--- src/rtl/axi_lite_pkg.sv ---
// Shared types and response codes for the AXI4-Lite single-outstanding master.
package axi_lite_pkg;

  typedef enum logic [2:0] {
    IDLE  = 3'd0,
    WRITE = 3'd1,
    WRESP = 3'd2,
    RADDR = 3'd3,
    RDATA = 3'd4
  } state_e;

  localparam logic [1:0] RESP_OKAY   = 2'b00;
  localparam logic [1:0] RESP_SLVERR = 2'b10;

  // SLVERR and DECERR both carry bit 1 set
  function automatic logic resp_is_err(input logic [1:0] resp);
    return resp[1];
  endfunction

endpackage

--- src/rtl/axi_lite_master.sv ---
// AXI4-Lite master: turns one core request at a time into an AW/W/B or AR/R exchange.
// Optional abort watchdog enabled by defining AXI_MASTER_TIMEOUT_EN.
module axi_lite_master
  import axi_lite_pkg::*;
#(
  parameter int AXI_AWIDTH     = 32,
  parameter int AXI_DWIDTH     = 32,
  parameter int TIMEOUT_CYCLES = 1024
) (
  input  logic                    AXI_ACLK,
  input  logic                    AXI_ARESETN,
  input  logic                    req_valid,
  output logic                    req_ready,
  input  logic                    req_we,
  input  logic [AXI_AWIDTH-1:0]   req_addr,
  input  logic [AXI_DWIDTH-1:0]   req_wdata,
  input  logic [AXI_DWIDTH/8-1:0] req_wstrb,
  output logic                    rsp_valid,
  output logic [AXI_DWIDTH-1:0]   rsp_rdata,
  output logic                    rsp_err,
  output logic [AXI_AWIDTH-1:0]   AXI_AWADDR,
  output logic                    AXI_AWVALID,
  input  logic                    AXI_AWREADY,
  output logic [AXI_DWIDTH-1:0]   AXI_WDATA,
  output logic [AXI_DWIDTH/8-1:0] AXI_WSTRB,
  output logic                    AXI_WVALID,
  input  logic                    AXI_WREADY,
  input  logic [1:0]              AXI_BRESP,
  input  logic                    AXI_BVALID,
  output logic                    AXI_BREADY,
  output logic [AXI_AWIDTH-1:0]   AXI_ARADDR,
  output logic                    AXI_ARVALID,
  input  logic                    AXI_ARREADY,
  input  logic [AXI_DWIDTH-1:0]   AXI_RDATA,
  input  logic [1:0]              AXI_RRESP,
  input  logic                    AXI_RVALID,
  output logic                    AXI_RREADY
);

  state_e                  state, state_nxt;
  logic [AXI_AWIDTH-1:0]   addr_q;
  logic                    aw_fin, w_fin, b_hs, r_hs, timeout;

  assign req_ready  = (state == IDLE);
  assign AXI_BREADY = (state == WRESP);
  assign AXI_RREADY = (state == RDATA);
  assign AXI_AWADDR = addr_q;
  assign AXI_ARADDR = addr_q;

  // A channel counts as finished once its VALID has dropped or is handshaking now
  assign aw_fin = ~AXI_AWVALID | AXI_AWREADY;
  assign w_fin  = ~AXI_WVALID  | AXI_WREADY;
  assign b_hs   = (state == WRESP) & AXI_BVALID;
  assign r_hs   = (state == RDATA) & AXI_RVALID;

`ifdef AXI_MASTER_TIMEOUT_EN
  localparam int CW = $clog2(TIMEOUT_CYCLES + 1);
  logic [CW-1:0] to_cnt;

  always_ff @(posedge AXI_ACLK or negedge AXI_ARESETN) begin
    if (!AXI_ARESETN)        to_cnt <= '0;
    else if (state == IDLE)  to_cnt <= '0;
    else                     to_cnt <= to_cnt + 1'b1;
  end

  assign timeout = (state != IDLE) && (to_cnt == CW'(TIMEOUT_CYCLES - 1));
`else
  logic unused_to;
  assign unused_to = ^TIMEOUT_CYCLES;
  assign timeout   = 1'b0;
`endif

  always_ff @(posedge AXI_ACLK or negedge AXI_ARESETN) begin
    if (!AXI_ARESETN) state <= IDLE;
    else              state <= state_nxt;
  end

  always_comb begin
    state_nxt = state;
    case (state)
      IDLE:    if (req_valid)      state_nxt = req_we ? WRITE : RADDR;
      WRITE:   if (aw_fin & w_fin) state_nxt = WRESP;
      WRESP:   if (AXI_BVALID)     state_nxt = IDLE;
      RADDR:   if (AXI_ARREADY)    state_nxt = RDATA;
      RDATA:   if (AXI_RVALID)     state_nxt = IDLE;
      default:                     state_nxt = IDLE;
    endcase
    if (timeout) state_nxt = IDLE;
  end

  always_ff @(posedge AXI_ACLK or negedge AXI_ARESETN) begin
    if (!AXI_ARESETN) begin
      addr_q      <= '0;
      AXI_WDATA   <= '0;
      AXI_WSTRB   <= '0;
      AXI_AWVALID <= 1'b0;
      AXI_WVALID  <= 1'b0;
      AXI_ARVALID <= 1'b0;
      rsp_valid   <= 1'b0;
      rsp_rdata   <= '0;
      rsp_err     <= 1'b0;
    end else begin
      rsp_valid <= 1'b0;
      if (req_valid && req_ready) begin
        addr_q      <= req_addr;
        AXI_WDATA   <= req_wdata;
        AXI_WSTRB   <= req_wstrb;
        AXI_AWVALID <= req_we;
        AXI_WVALID  <= req_we;
        AXI_ARVALID <= ~req_we;
      end
      if (AXI_AWVALID && AXI_AWREADY) AXI_AWVALID <= 1'b0;
      if (AXI_WVALID  && AXI_WREADY)  AXI_WVALID  <= 1'b0;
      if (AXI_ARVALID && AXI_ARREADY) AXI_ARVALID <= 1'b0;
      // A real response wins over a watchdog expiring in the same cycle
      if (b_hs) begin
        rsp_valid <= 1'b1;
        rsp_err   <= resp_is_err(AXI_BRESP);
      end else if (r_hs) begin
        rsp_valid <= 1'b1;
        rsp_err   <= resp_is_err(AXI_RRESP);
        rsp_rdata <= AXI_RDATA;
      end else if (timeout) begin
        rsp_valid   <= 1'b1;
        rsp_err     <= 1'b1;
        rsp_rdata   <= '0;
        AXI_AWVALID <= 1'b0;
        AXI_WVALID  <= 1'b0;
        AXI_ARVALID <= 1'b0;
      end
    end
  end

endmodule

--- config.mk ---
export PLATFORM = sky130hd
export DESIGN_NAME = axi_lite_master
export DESIGN_NICKNAME = d
export VERILOG_FILES = /design/src/rtl/axi_lite_pkg.sv /design/src/rtl/axi_lite_master.sv
export SDC_FILE = /design/constraint.sdc
export NUM_CORES = 1
export LEC_CHECK = 0
export ABC_AREA = 0
export CORE_MARGIN = 1.5
export CORE_UTILIZATION = 24
export CTS_BUF_LIST = sky130_fd_sc_hd__clkbuf_4
export CTS_CLUSTER_DIAMETER = 80
export DETAILED_ROUTE_END_ITERATION = 16
export PLACE_DENSITY = 0.56
export SYNTH_ARGS = -nofsm -noshare
export SYNTH_HDL_FRONTEND = slang
export SYNTH_SLANG_ARGS = --single-unit
--- constraint.sdc ---
create_clock -name AXI_ACLK -period 1.85 [get_ports AXI_ACLK]
set_clock_uncertainty 0.1 [all_clocks]
set_input_delay 0.185 -clock AXI_ACLK [delete_from_list [all_inputs] [get_ports AXI_ACLK]]
set_output_delay 0.185 -clock AXI_ACLK [all_outputs]
set_load 0.1 [all_outputs]
==> results_dict.tcl <==
set metrics [dict create \
    status "complete, but fails checks" \
    failed_checks "setup timing" \
    synth_edf_count 0 \
    numClockSinks 108 \
    worst_setup_path_end_kind "register" \
    rsz0062_at_grt "true" \
    regArea_um2 2710 \
    yosysWarnings 0 \
    slew_headroom 0.725 \
    drt_pre_antenna_iters 4 \
    portBuffers 250 \
    drive_gt1_frac 0.558 \
    fmax_mhz 536 \
    cts_tree "done" \
    ant_nets 0 \
    clk_latency_ns 0.46 \
    drt_iter0_drc 111 \
    cpMaxStageDelayCell "dfrtp_2" \
    r2r-start "state[0]$_DFFE_PN0P_" \
    syn_avg_cell_area_um2 17.2 \
    ys_top_cells_by_area "dfrtp_1 (55%), mux2_4 (29%), buf_4 (4.9%)" \
    fin_util 0.389 \
    via_count 3116 \
    reg2reg_slack_ns -0.02 \
    ctsRootBufferMaster "clkbuf_4" \
    drcViolationCount 0 \
    antenna_found_initial 1 \
    path_class "register to register" \
    netlist_area_um2 4880 \
    grt_pass1_wl_um 18600 \
    yosys.area.top_type "dfrtp_1" \
    seq_area_frac_synth 0.554 \
    setup_viol 15 \
    initial_core_util 0.247 \
    ios 253 \
    wl_per_cell_um 15.3 \
    htreeDepth 3 \
    hold_viol 0 \
    period_share 1.01 \
    syn_nets 396 \
    startpoint "state[0]$_DFFE_PN0P_" \
    multi_input_area_um2 1740 \
    num_rows 51 \
    hold_ws_ns 0.0938 \
    r2r_cells 5 \
    slew_violations 0 \
    dieArea_um2 21200 \
    clkTransAtPathRegs_ns 0.17 \
    grt_overflow 0 \
    avgViaCountPerCell 3.89 \
    grt_max_degree 57 \
    drv_cap 0 \
    synth-seq-cells 108 \
    clock_path_buffers 2 \
    area_delta_synth_final_pct 57.1 \
    crit_required_ns 2.11 \
    cts_made_buffers 9 \
    grt_use_total 0.112 \
    worst_setup_path_start_kind "register" \
    critPathMaxFanout 8 \
    tightestPinTransition_ns 0.413 \
    path_cells "buf_4 > nor4b_4 > buf_6 > clkbuf_16 > mux2_4" \
    fillers 1839 \
    synth.top_cell.area_share 0.554 \
    fin_ws_ns -0.0168 \
    synthCells 283 \
    fin_crit_ns 1.87 \
    drt-total-wl_um 12200 \
    synth-async-reset-ratio 1.00 \
    crit_arrival_ns 2.12 \
    stdcell_area_um2 7660 \
    r2r_end "AXI_WDATA[20]$_DFFE_PN0P_" \
    core-area_um2 19700 \
    gp_congestion 0.730 \
    synth_cell_types 29 \
    fp.dieH_um 146 \
    nets 644 \
    placed_area_um2 7260 \
    hold_path.class "primary input to async pin" \
    crit_end "AXI_WDATA[20]$_DFFE_PN0P_" \
    grt_pass1_vias 3290 \
    hpwl_um 8870 \
    ys.flop_type "dfrtp_1" \
    cpPeakStageDelay_ns 0.46 \
    die_w_um 146 \
]
how the worst min path moves through the flow:
stage | depth (start not counted) | endpoint | slack [ns] | start
6_report | 2 | AXI_ARADDR[29]$_DFFE_PN0P_ | 0.09 | AXI_ARESETN
5_1_grt | 2 | AXI_ARADDR[1]$_DFFE_PN0P_ | 0.05 | AXI_ARESETN
4_1_cts | 2 | AXI_ARADDR[1]$_DFFE_PN0P_ | 0.02 | AXI_ARESETN
3_5_place_dp | 1 | AXI_ARADDR[29]$_DFFE_PN0P_ | 0.05 | AXI_ARESETN
3_3_place_gp | 1 | AXI_ARADDR[29]$_DFFE_PN0P_ | 0.04 | AXI_ARESETN
2_1_floorplan | 0 | AXI_ARADDR[0]$_DFFE_PN0P_ | -0.21 | AXI_ARESETN
final cells by class:
type,instances,area share
Multi-Input combinational cell,128,0.227
Inverter,2,0.000980
Sequential cell,108,0.353
Timing Repair Buffer,282,0.357
Clock buffer,9,0.00882
Antenna cell,1,0.000327
Clock inverter,7,0.00996
Tap cell,265,0.0433
critical path, delay by kind of cell (launching register included):
kind / cells / cell delay, ns
muxes: 1 / 0.29
buffers and inverters: 3 / 0.58
and+or+nand+nor: 1 / 0.33
DFF: 1 / 0.46
cell usage in the layout, fill, tap and decap left out, drive strengths merged:
cell type,netlist,routed
a211oi,2,2
a21o,2,2
a21oi,1,1
a22oi,1,1
a32oi,1,1
and2b,1,1
and4bb,1,1
buf,45,167
bufinv,0,1
clkbuf,0,14
clkdlybuf4s50,0,109
clkinv,0,4
clkinvlp,0,1
dfrtp,108,108
diode,0,1
dlygate4sd3,0,1
inv,2,3
mux2,100,100
nand2,1,1
nand2b,1,1
nor2,2,2
nor2b,3,3
nor3,1,1
nor3b,3,3
nor4,1,1
nor4b,1,1
o21a,1,1
o21ai,1,1
o2bb2ai,1,1
or2b,1,1
or3,2,2
logic make-up (layout without fill, tap and decap cells):
group / Yosys count / after routing / share of synthesized area
AOI/OAI and AO/OA: 10 / 10 / 0.0172
other: 0 / 1 / 0
and+or+nand+nor: 18 / 18 / 0.0277
DFF: 108 / 108 / 0.554
buffers and inverters: 47 / 300 / 0.0977
muxes: 100 / 100 / 0.303
synthesized netlist by cell type, types with 2 or more instances:
library cell	number
mux2_4	94
or3_1	2
inv_1	2
buf_6	3
nor2b_1	3
nor2_1	2
nor3b_1	3
a211oi_2	2
buf_4	32
dfrtp_1	108
buf_12	9
mux2_2	6
registers in the layout (all words and copies together) (netlist names):
register	cells
rsp_valid	1
AXI_WDATA	32
state	3
AXI_ARADDR	32
AXI_WVALID	1
rsp_rdata	32
AXI_AWVALID	1
rsp_err	1
AXI_ARVALID	1
AXI_WSTRB	4
repair_timing:
item                                    CTS  global route
pin swaps                                 2             3
hold endpoints to repair                108             0
setup buffers                             3             5
cloned                                    0             7
hold buffers                              1             0
endpoints found under the setup margin    3            61
resized for setup                         4             7
metrics by stage:
step / setup TNS, ns / worst slack (ns) / std cells
floorplan: -0.130 / -0.127 / 283
global placement: -0.0349 / -0.0349 / 769
detailed placement: -0.0146 / -0.0146 / 769
CTS: -0.111 / -0.0697 / 789
global route: -2.49 / -0.0933 / 802
finish: -0.131 / -0.0168 / 802
layer usage:
layer | share of wire | routed length [um] | GRT usage
met5 | 0 | 0 | 0
met4 | 0.014 | 173 | 0.0429
met3 | 0.062 | 761 | 0.0351
met2 | 0.48 | 5830 | 0.176
met1 | 0.45 | 5470 | 0.144
Power is left out: the tool's default activity adds up to more than one toggle a clock period on the data nets, which glitch-free logic cannot reach.
